File: src/rtl/io_stream_unit.sv
// Run-length token expander: turns host RLE tokens into ROW_SIZE-bit rows and streams
// a programmed number of rows downstream. Optional raw-token mode: IO_STREAM_RAW_BYPASS_EN.
module io_stream_unit #(
    parameter int SECTION_SIZE = 4,
    parameter int ROW_SIZE     = 16,
    parameter int CNT_W        = 8
) (
    input  logic                    clk,
    input  logic                    rst,
    input  logic                    load,
    input  logic                    cnn_img,
    input  logic [CNT_W-1:0]        row_count,
`ifdef IO_STREAM_RAW_BYPASS_EN
    input  logic                    raw_mode,
`endif
    input  logic                    interrupt,
    input  logic [SECTION_SIZE-1:0] inputSection,
    output logic                    in_ready,
    output logic                    out_valid,
    input  logic                    out_ready,
    output logic [ROW_SIZE-1:0]     decompressedData,
    output logic                    out_dest,
    output logic                    done,
    output logic                    overrun,
    output logic [1:0]              state_dbg
);

    // Handshakes: a token moves when interrupt && in_ready, a row moves when
    // out_valid && out_ready, both on the rising edge; producers hold until taken.

    localparam int FW = $clog2(ROW_SIZE + 1);
    localparam int RW = SECTION_SIZE;

    typedef enum logic [1:0] {
        IDLE = 2'd0,
        FILL = 2'd1,
        EMIT = 2'd2,
        DONE = 2'd3
    } state_t;

    state_t              state;
    logic [FW-1:0]       fill_cnt;
    logic                run_bit;
    logic [RW-1:0]       run_left;
    logic [CNT_W-1:0]    rows_left;
    logic [ROW_SIZE-1:0] row;
    logic                raw_q;

    logic                accept;
    logic                act_bit;
    logic [FW-1:0]       act_len;
    logic [FW-1:0]       space;
    logic [FW-1:0]       n;
    logic [FW-1:0]       fill_next;
    logic [RW-1:0]       run_next;
    logic [ROW_SIZE-1:0] row_next;
    logic [ROW_SIZE-1:0] raw_mask;

    assign in_ready         = (state == FILL) && (run_left == '0);
    assign accept           = interrupt && in_ready;
    assign out_valid        = (state == EMIT);
    assign done             = (state == DONE);
    assign overrun          = (state == DONE) && (run_left != '0);
    assign decompressedData = row;
    assign state_dbg        = state;

    // A pending run always takes priority; in_ready is low while one exists.
    always_comb begin
        act_bit  = run_bit;
        act_len  = '0;
        raw_mask = '0;
        if (run_left != '0) begin
            act_len = FW'(run_left);
        end else if (accept) begin
            act_bit = inputSection[SECTION_SIZE-1];
            act_len = FW'(inputSection[SECTION_SIZE-2:0]) + FW'(1);
        end
        space     = FW'(ROW_SIZE) - fill_cnt;
        n         = (act_len < space) ? act_len : space;
        run_next  = RW'(act_len - n);
        fill_next = fill_cnt + n;
        row_next  = row;
        for (int i = 0; i < ROW_SIZE; i++) begin
            if ((FW'(i) >= fill_cnt) && (FW'(i) < fill_next)) begin
                row_next[i] = act_bit;
            end
        end
        if (raw_q) begin
            run_next  = '0;
            fill_next = fill_cnt;
            row_next  = row;
            if (accept) begin
                raw_mask  = ROW_SIZE'({SECTION_SIZE{1'b1}}) << fill_cnt;
                row_next  = (row & ~raw_mask) | (ROW_SIZE'(inputSection) << fill_cnt);
                fill_next = fill_cnt + FW'(SECTION_SIZE);
            end
        end
    end

    always_ff @(posedge clk or posedge rst) begin
        if (rst) begin
            state     <= IDLE;
            fill_cnt  <= '0;
            run_bit   <= 1'b0;
            run_left  <= '0;
            rows_left <= '0;
            row       <= '0;
            out_dest  <= 1'b0;
            raw_q     <= 1'b0;
        end else begin
            case (state)
                IDLE: begin
                    if (load) begin
                        out_dest  <= cnn_img;
                        rows_left <= row_count;
                        fill_cnt  <= '0;
                        run_left  <= '0;
`ifdef IO_STREAM_RAW_BYPASS_EN
                        raw_q     <= raw_mode;
`else
                        raw_q     <= 1'b0;
`endif
                        state     <= (row_count == '0) ? DONE : FILL;
                    end
                end
                FILL: begin
                    row      <= row_next;
                    fill_cnt <= fill_next;
                    run_left <= run_next;
                    run_bit  <= act_bit;
                    if (fill_next == FW'(ROW_SIZE)) begin
                        state <= EMIT;
                    end
                end
                EMIT: begin
                    // run_left is left untouched so a spanning run continues in the next row.
                    if (out_ready) begin
                        fill_cnt  <= '0;
                        rows_left <= rows_left - CNT_W'(1);
                        state     <= (rows_left == CNT_W'(1)) ? DONE : FILL;
                    end
                end
                DONE: begin
                    run_left <= '0;
                    state    <= IDLE;
                end
                default: state <= IDLE;
            endcase
        end
    end

endmodule

File: config.mk
export PLATFORM = sky130hd
export DESIGN_NAME = io_stream_unit
export DESIGN_NICKNAME = d
export VERILOG_FILES = /design/src/rtl/io_stream_unit.sv
export SDC_FILE = /design/constraint.sdc
export NUM_CORES = 1
export LEC_CHECK = 0
export ABC_AREA = 1
export BUFFER_PORTS_ARGS = -buffer_cell sky130_fd_sc_hd__buf_2
export CELL_PAD_IN_SITES_DETAIL_PLACEMENT = 0
export CELL_PAD_IN_SITES_GLOBAL_PLACEMENT = 1
export CORE_ASPECT_RATIO = 0.75
export CORE_MARGIN = 4
export CORE_UTILIZATION = 41
export DETAILED_ROUTE_END_ITERATION = 10
export PLACE_DENSITY = 0.89
export SYNTH_ARGS = -nofsm -noshare
export SYNTH_HDL_FRONTEND = slang
export SYNTH_SLANG_ARGS = --single-unit
File: constraint.sdc
create_clock -name clk -period 4.6 [get_ports clk]
set_clock_uncertainty 0.05 [all_clocks]
set_input_delay 0.92 -clock clk [delete_from_list [all_inputs] [get_ports clk]]
set_output_delay 0.92 -clock clk [all_outputs]
set_load 0.005 [all_outputs]
== After elaboration in Yosys (flattened, before gate mapping) ==
Cells that the tools add are included.
Word-level totals
  output and inout bits: 23
  word-level logic and storage cells: 150
  register bits: 37
  bits of input ports: 18
Operators by class
  $lt $le $gt $ge: 33
  add/sub/neg operators: 5
  eq/ne operators: 8
  reduce and logical (&&, ||, !) cells: 47
  mux-type cells: 35
Operators with widths (number)
  $ge A4 B5 Y1 const A: 8
  $lt A4 B5 Y1 const A: 8
  $reduce_and A2 Y1: 18
  $ge A3 B5 Y1 const A: 4
  $lt A3 B5 Y1 const A: 4
  $logic_and A1 B1 Y1: 19
  $mux W1: 18
  $mux W8: 2
  $pmux W8 S2: 1
  $mux W5: 3
  $pmux W5 S3: 1
  $mux W4: 3
  $pmux W4 S3: 1
  $ge A1 B5 Y1 const A: 2
  $ge A2 B5 Y1 const A: 2
  $lt A1 B5 Y1 const A: 2
  $lt A2 B5 Y1 const A: 2
  $mux W2: 5
  $reduce_and A3 Y1: 3
  $eq A8 B1 Y1 const B: 1
  $logic_not A8 Y1: 1
  $pmux W2 S4: 1
  $sub A8 B1 Y8 const B: 1
  $reduce_bool A3 Y1: 2
  14 further kinds: 16

== Longest topological paths before layout ==
Gate-level depths: netlist of run 1.
  word-level depth: 11
  depth in mapped cells: 28
  depth with buffers taken out: 27

== Worst setup path before layout of run 1 ==
No wires, ideal clock.
  path kind: input to register
  from: input port inputSection[0]
  to: register row[13] (netlist: decompressedData[13])
  path buffers: 0
  stages on the path: 18
  data arrival time: 4353 ps
  slack: 80 ps
  setup time: 118 ps
  path through: ha_1 xnor2_1 o21ai_0 ha_1 a21oi_1 nor2_1 a21oi_1 nand2_4 o21ai_0 ha_1 a21o_1 a21oi_1 xnor2_1 inv_1 o21ai_0 nand3_1 nand2_1 nand2_1
On the way
  cells in the longest elaborated chain, start to end: 9
Ends and longest elaborated chain
  start, declared: line 17  | input logic [SECTION_SIZE-1:0] inputSection,
  $add A3 B1 Y4 (*): line 76  | act_len = FW'(inputSection[SECTION_SIZE-2:0]) + FW'(1);
  $mux W4 (*): line 74  | end else if (accept) begin
  $mux W4 (*): line 72  | if (run_left != '0) begin
  $lt A5 B5 Y1: line 79  | n = (act_len < space) ? act_len : space;
  $mux W5 (*): line 79
  $add A5 B5 Y5 (*): line 81  | fill_next = fill_cnt + n;
  $lt A4 B5 Y1 (*): line 84  | if ((FW'(i) >= fill_cnt) && (FW'(i) < fill_next)) begin
  $logic_and A1 B1 Y1 (*): line 84
  $reduce_and A2 Y1 (no line) (*)
  end signal, assigned: line 127  | row <= row_next;
  end, declared: line 46  | logic [ROW_SIZE-1:0] row;
Every way passes the cells marked *; elsewhere a longest branch is shown, timed or not.
A chain may end at the register's enable or synchronous reset.

== Final worst setup path of run 1 ==
  from: input port inputSection[0]
  to: register state[1] (netlist: state_dbg[1])
On the way
  cells in the longest elaborated chain, start to end: 9
Ends and longest elaborated chain
  $add A3 B1 Y4 (*): line 76
  $mux W4 (*): line 74
  $mux W4 (*): line 72
  $lt A5 B5 Y1: line 79
  $mux W5 (*): line 79
  $add A5 B5 Y5 (*): line 81
  $eq A5 B5 Y1 (*): line 131  | if (fill_next == FW'(ROW_SIZE)) begin
  $ne A2 B1 Y1 (no line) (*)
  $reduce_and A3 Y1 (no line) (*)
  end signal, assigned: line 123  | state <= (row_count == '0) ? DONE : FILL;
  end signal, assigned: line 140  | state <= (rows_left == CNT_W'(1)) ? DONE : FILL;
  end, declared: line 41  | state_t state;
Marked as above.

==> run summary, run 1 <==
Outcome -> complete, no violations
Antenna-violating nets left -> 0
Worst slew pin tran -> 0.782 ns
Starting DRT DRC Count -> 193
Largest net degree at the start of global routing -> 38
DR pass1 iterations -> 5
Die Ht -> 77.2 um
Initial antenna violation count -> 0
Number of max-cap violations -> 0
Critical path class -> input pin to flip-flop
Most frequent cells in the layout -> 82 x nand2_1, 45 x inv_1, 40 x buf_2
Io pins -> 41
Routed len/inst -> 14.0 um
Tmin final -> 4.21 ns
Share of cells above drive strength 1 -> 18.9%
Unrepaired setup endpoints after global routing -> false
Gp weighted congestion -> 0.951
Data required time of the worst path -> 4.79 ns
Num Clock Sinks -> 37
First-pass GRT wire length -> 11.8 mm
Syn_area_per_cell -> 7.38 um^2
Clk root buf -> clkbuf_8
Vias in the first global route -> 2404
Deepest clock path buffer count -> 2
Final HPWL DP -> 5.35 mm
Clock Pin Slew Worst Setup and Hold Paths -> 0.09 ns
Commonest non-fill, non-tap cell in the layout -> nand2_1
HP Class -> flip-flop to flip-flop
Final wirelength -> 6.82 mm
Final core utilization -> 51.1%
Std cell rows -> 24
DIE AREA -> 0.00774 mm^2
# DRC -> 0
Nets -> 444
Ys async rst share -> 100%
Crit. End Element -> flip-flop
Hold buffer count at CTS -> 0
FF+latch count, synth -> 37
Cells after synthesis -> 355
DR vias -> 2552
Cell area after layout -> 0.00307 mm^2
Core area -> 0.00601 mm^2
Port bufs -> 40
Final Cycle Share -> 91.5%
Final worst setup slack -> 0.390 ns
Global route overflow -> 0
Worst setup SP type -> input pin
Final hold vios -> 0
Synth Warn # -> 0
CTS tree -> built
CP max FO -> 17
Post-Layout Cell Count -> 486
Worst EP arrival -> 4.40 ns
H-tree levels -> 2
Total GRT Usage -> 18.7%
Synth-to-Final Area Change -> 17.2%
CTS Buf Count -> 5
Setup violators final -> 0
Post-Syn Area -> 0.00262 mm^2
Max frequency -> 0.238 GHz
Library cells used by synthesis -> 37
Seq/Total Area, Yosys -> 35.4%
Pre-CTS WS -> -0.123 ns
Total nets after synthesis -> 392
Slew HR -> 47.7%
Post-Place Cells -> 478
Initial Util -> 43.6%
Chip Width -> 100 um
DR vias/cell -> 5.25
Post-synth top flop -> dfrtp_1
Pins Over Slew Limit -> 0
Placed Area -> 0.00297 mm^2
Clock network latency to the later pin of the worst-skew pair -> 0.30 ns
Post-synth EDFFs -> 0
N_diodes -> 0
logic make-up after synthesis:
kind of cell               count (synthesis)  synth area share (%)
AOI/OAI and AO/OA                         73                  15.8
xor gates and xnor gates                   5                  1.67
adders and majority gates                 19                  9.65
buffers and inverters                     56                  8.41
DFF                                       37                  35.4
and+or+nand+nor                          165                  29.1
final timing paths:
kind	start	end	slack [ns]	cells past startpoint
setup / recovery	inputSection[0]	state_dbg[1]$_DFFE_PP0P_	0.39	23
hold / removal	decompressedData[1]$_DFFE_PP0P_	decompressedData[1]$_DFFE_PP0P_	0.42	2
max in group asynchronous	rst	state_dbg[0]$_DFFE_PP0P_	3.48	3
min in group asynchronous	rst	out_dest$_DFFE_PP0P_	0.67	3
hold reg to reg	decompressedData[1]$_DFFE_PP0P_	decompressedData[1]$_DFFE_PP0P_	0.42	2
setup reg to reg	fill_cnt[0]$_DFFE_PP0P_	state_dbg[1]$_DFFE_PP0P_	0.49	25
registers in the layout (all words and copies together) (netlist names):
register and cells:
decompressedData 16, fill_cnt 5, out_dest 1, rows_left 8
run_bit 1, run_left 4, state_dbg 2
layer usage:
metal	wire, um	global-route usage [%]	up-vias
met5	0	0	-
met3	471	4.44	4
met1	3590	29.6	1174
li1	-	-	1293
met2	2730	26.1	81
met4	31	2.42	0
cell usage after synthesis, types with 3 or more instances:
cell type  count  area (um^2)
nor2_1        28          105
dfrtp_1       37          926
a21oi_1       15         75.1
nand3_1       23          115
nand3_2        5         50.1
o211ai_1       3         22.5
ha_1          17          213
nand2_4        3         33.8
clkbuf_1       4         15.0
o22ai_1        8         50.1
o21ai_0       32          160
nor4_1         5         31.3
o21ai_1        5         25.0
nand4_1        7         43.8
inv_1         46          173
nand2_1       82          308
xor2_1         3         26.3
nor3_1         5         25.0
critical path, stage by stage:
cell and delay, ns:
buf_2 0.11, ha_1 0.20, xnor2_1 0.12, o21ai_1 0.23, ha_1 0.28, a21oi_1 0.15
nor2_1 0.06, a21oi_2 0.17, nand2_4 0.08, nand2_1 0.05, o21ai_0 0.12, ha_1 0.24
fa_1 0.38, nand2_1 0.07, inv_1 0.05, o21ai_0 0.15, and2_0 0.21, inv_1 0.07
nand3_2 0.10, nand2_4 0.13, o21ai_0 0.31, nand3b_1 0.12, nand2_1 0.07
through the flow:
step,hold WS [ns],setup TNS (ns)
6_report,0.421,0
5_1_grt,0.445,0
4_1_cts,0.428,0
3_5_place_dp,0.407,-0.681
3_3_place_gp,0.403,-0.00950
2_1_floorplan,0.414,0
what timing repair did:
action | in CTS | in global routing
buffers inserted | 0 | 0
endpoints found under the setup margin | 0 | 17
resized for setup | 0 | 5
final cells by class:
type	instances	area [um^2]
clock buffers	5	68.8
repair buffers	52	290
multi-input cells	262	1480
inverters	49	184
well taps	78	97.6
fillers	619	2940
clock inverters	3	25.0
flip-flops and latches	37	927
Power of run 1 is not shown: default switching activity piles up to over one toggle a cycle in this logic, so the estimate is an artifact.
==> inputs of run 2 (changes only) <==
--- a/config.mk
+++ b/config.mk
@@ -9,7 +9,7 @@
 export BUFFER_PORTS_ARGS = -buffer_cell sky130_fd_sc_hd__buf_2
 export CELL_PAD_IN_SITES_DETAIL_PLACEMENT = 0
 export CELL_PAD_IN_SITES_GLOBAL_PLACEMENT = 1
-export CORE_ASPECT_RATIO = 0.75
+export CORE_ASPECT_RATIO = 1.1
 export CORE_MARGIN = 4
 export CORE_UTILIZATION = 41
 export DETAILED_ROUTE_END_ITERATION = 10
==> run 2 against run 1 <==
Effect of this change:
- die area down 0.15%
- core utilization down 1.0 points
- first-iteration DRC count down 6.7%
- clock-buffer cell count unchanged
- design area up 1.0%
- sequential share of layout area down 0.35 points
- fmax up 0.12%
==> run summary, run 2 (synthesis gave the netlist of run 1 again) <==
Outcome -> complete, no violations
Chip Width -> 84.2 um
Pins Over Slew Limit -> 0
Tmin final -> 4.21 ns
CP max FO -> 12
Final core utilization -> 50.1%
CTS Buf Count -> 5
HP Class -> flip-flop to flip-flop
DIE AREA -> 0.00773 mm^2
Setup violators final -> 0
Clk root buf -> clkbuf_8
Worst setup SP type -> input pin
Deepest clock path buffer count -> 2
Commonest non-fill, non-tap cell in the layout -> nand2_1
Port bufs -> 40
Cell area after layout -> 0.00310 mm^2
Worst slew pin tran -> 0.764 ns
Std cell rows -> 30
DR pass1 iterations -> 5
Gp weighted congestion -> 0.870
DR vias/cell -> 5.15
Data required time of the worst path -> 4.71 ns
Slew HR -> 48.9%
Clock Pin Slew Worst Setup and Hold Paths -> 0.08 ns
Starting DRT DRC Count -> 180
DR vias -> 2539
Final wirelength -> 6.62 mm
Crit. End Element -> flip-flop
Most frequent cells in the layout -> 82 x nand2_1, 44 x inv_1, 40 x buf_2
Core area -> 0.00619 mm^2
Final Cycle Share -> 91.4%
Post-Place Cells -> 485
Critical path class -> input pin to flip-flop
Num Clock Sinks -> 37
Share of cells above drive strength 1 -> 19.9%
Max reg flops -> 16
Multi-input gate area -> 0.00148 mm^2
Max frequency -> 0.238 GHz
Global route overflow -> 0
Die Ht -> 91.8 um
Synth-to-Final Area Change -> 18.4%
N_diodes -> 0
Final hold vios -> 0
Largest net degree at the start of global routing -> 38
H-tree levels -> 2
First-pass GRT wire length -> 11.3 mm
Total GRT Usage -> 17.8%
Nets -> 449
# DRC -> 0
Unrepaired setup endpoints after global routing -> false
Initial antenna violation count -> 0
Fillers -> 651
Vias in the first global route -> 2530
Final HPWL DP -> 5.20 mm
Io pins -> 41
Clock network latency to the later pin of the worst-skew pair -> 0.29 ns
CTS tree -> built
Post-Layout Cell Count -> 493
Worst EP arrival -> 4.32 ns
Number of max-cap violations -> 0
Placed Area -> 0.00301 mm^2
Initial Util -> 42.3%
Antenna-violating nets left -> 0
Routed len/inst -> 13.4 um
Storage element area -> 926 um^2
-- run 2: final timing paths --
path                                                        from  slack (ns)                               end  cells past startpoint
worst max-delay path                             inputSection[0]        0.40   decompressedData[3]$_DFFE_PP0P_                     25
worst min-delay path            decompressedData[10]$_DFFE_PP0P_        0.42  decompressedData[10]$_DFFE_PP0P_                      2
worst max register to register           run_left[0]$_DFFE_PP0P_        0.48   decompressedData[3]$_DFFE_PP0P_                     26
worst min register to register  decompressedData[10]$_DFFE_PP0P_        0.42  decompressedData[10]$_DFFE_PP0P_                      2
max in group asynchronous                                    rst        3.49          state_dbg[0]$_DFFE_PP0P_                      3
min in group asynchronous                                    rst        0.68   decompressedData[6]$_DFFE_PP0P_                      3
-- run 2: area by class of cell --
cell class,instances,area share (%)
clock buffers,5,2.22
clock inverters,3,0.565
inverters,49,5.93
multi-input cells,262,47.6
flip-flops and latches,37,29.9
well taps,80,3.23
repair buffers,57,10.6
-- run 2: layer usage --
| layer | wire length (um) | GRT usage, % | vias up |
|---|---|---|---|
| met1 | 2940 | 21.8 | 1145 |
| met5 | 0 | 0 | - |
| li1 | - | - | 1311 |
| met4 | 104 | 6.70 | 0 |
| met2 | 3260 | 31.3 | 69 |
| met3 | 304 | 2.88 | 14 |
-- run 2: through the flow --
step                      TNS, ns  hold slack (ns)  setup WS (ns)
after floorplan                 0            0.414         0.0797
after global placement          0            0.404         0.0510
after detailed placement  -0.0743            0.408        -0.0255
after CTS                       0            0.428          0.275
after global routing            0            0.446         0.0135
final                           0            0.421          0.395
-- run 2: critical path, cell delays in order --
cell     delay [ns]
buf_2          0.11
ha_1           0.28
a21oi_1        0.22
inv_1          0.12
ha_1           0.21
a21oi_1        0.12
nor2_1         0.06
a21oi_2        0.17
nand2_4        0.09
nand2_1        0.06
o21ai_0        0.12
ha_1           0.24
fa_1           0.38
nand2_1        0.07
inv_1          0.04
o21ai_0        0.16
and2_0         0.21
inv_1          0.07
nand3_2        0.10
nand2_4        0.11
buf_4          0.18
nand3_1        0.08
nand2_1        0.07
nand2_1        0.06
o21ai_1        0.06
-- run 2: repair_timing --
item / in CTS / in global routing
endpoints found under the setup margin: 0 / 14
buffers inserted: 0 / 0
gates resized for setup: 0 / 4
hold buffers: 0 / 0
Power of run 2 is left out for the same reason.
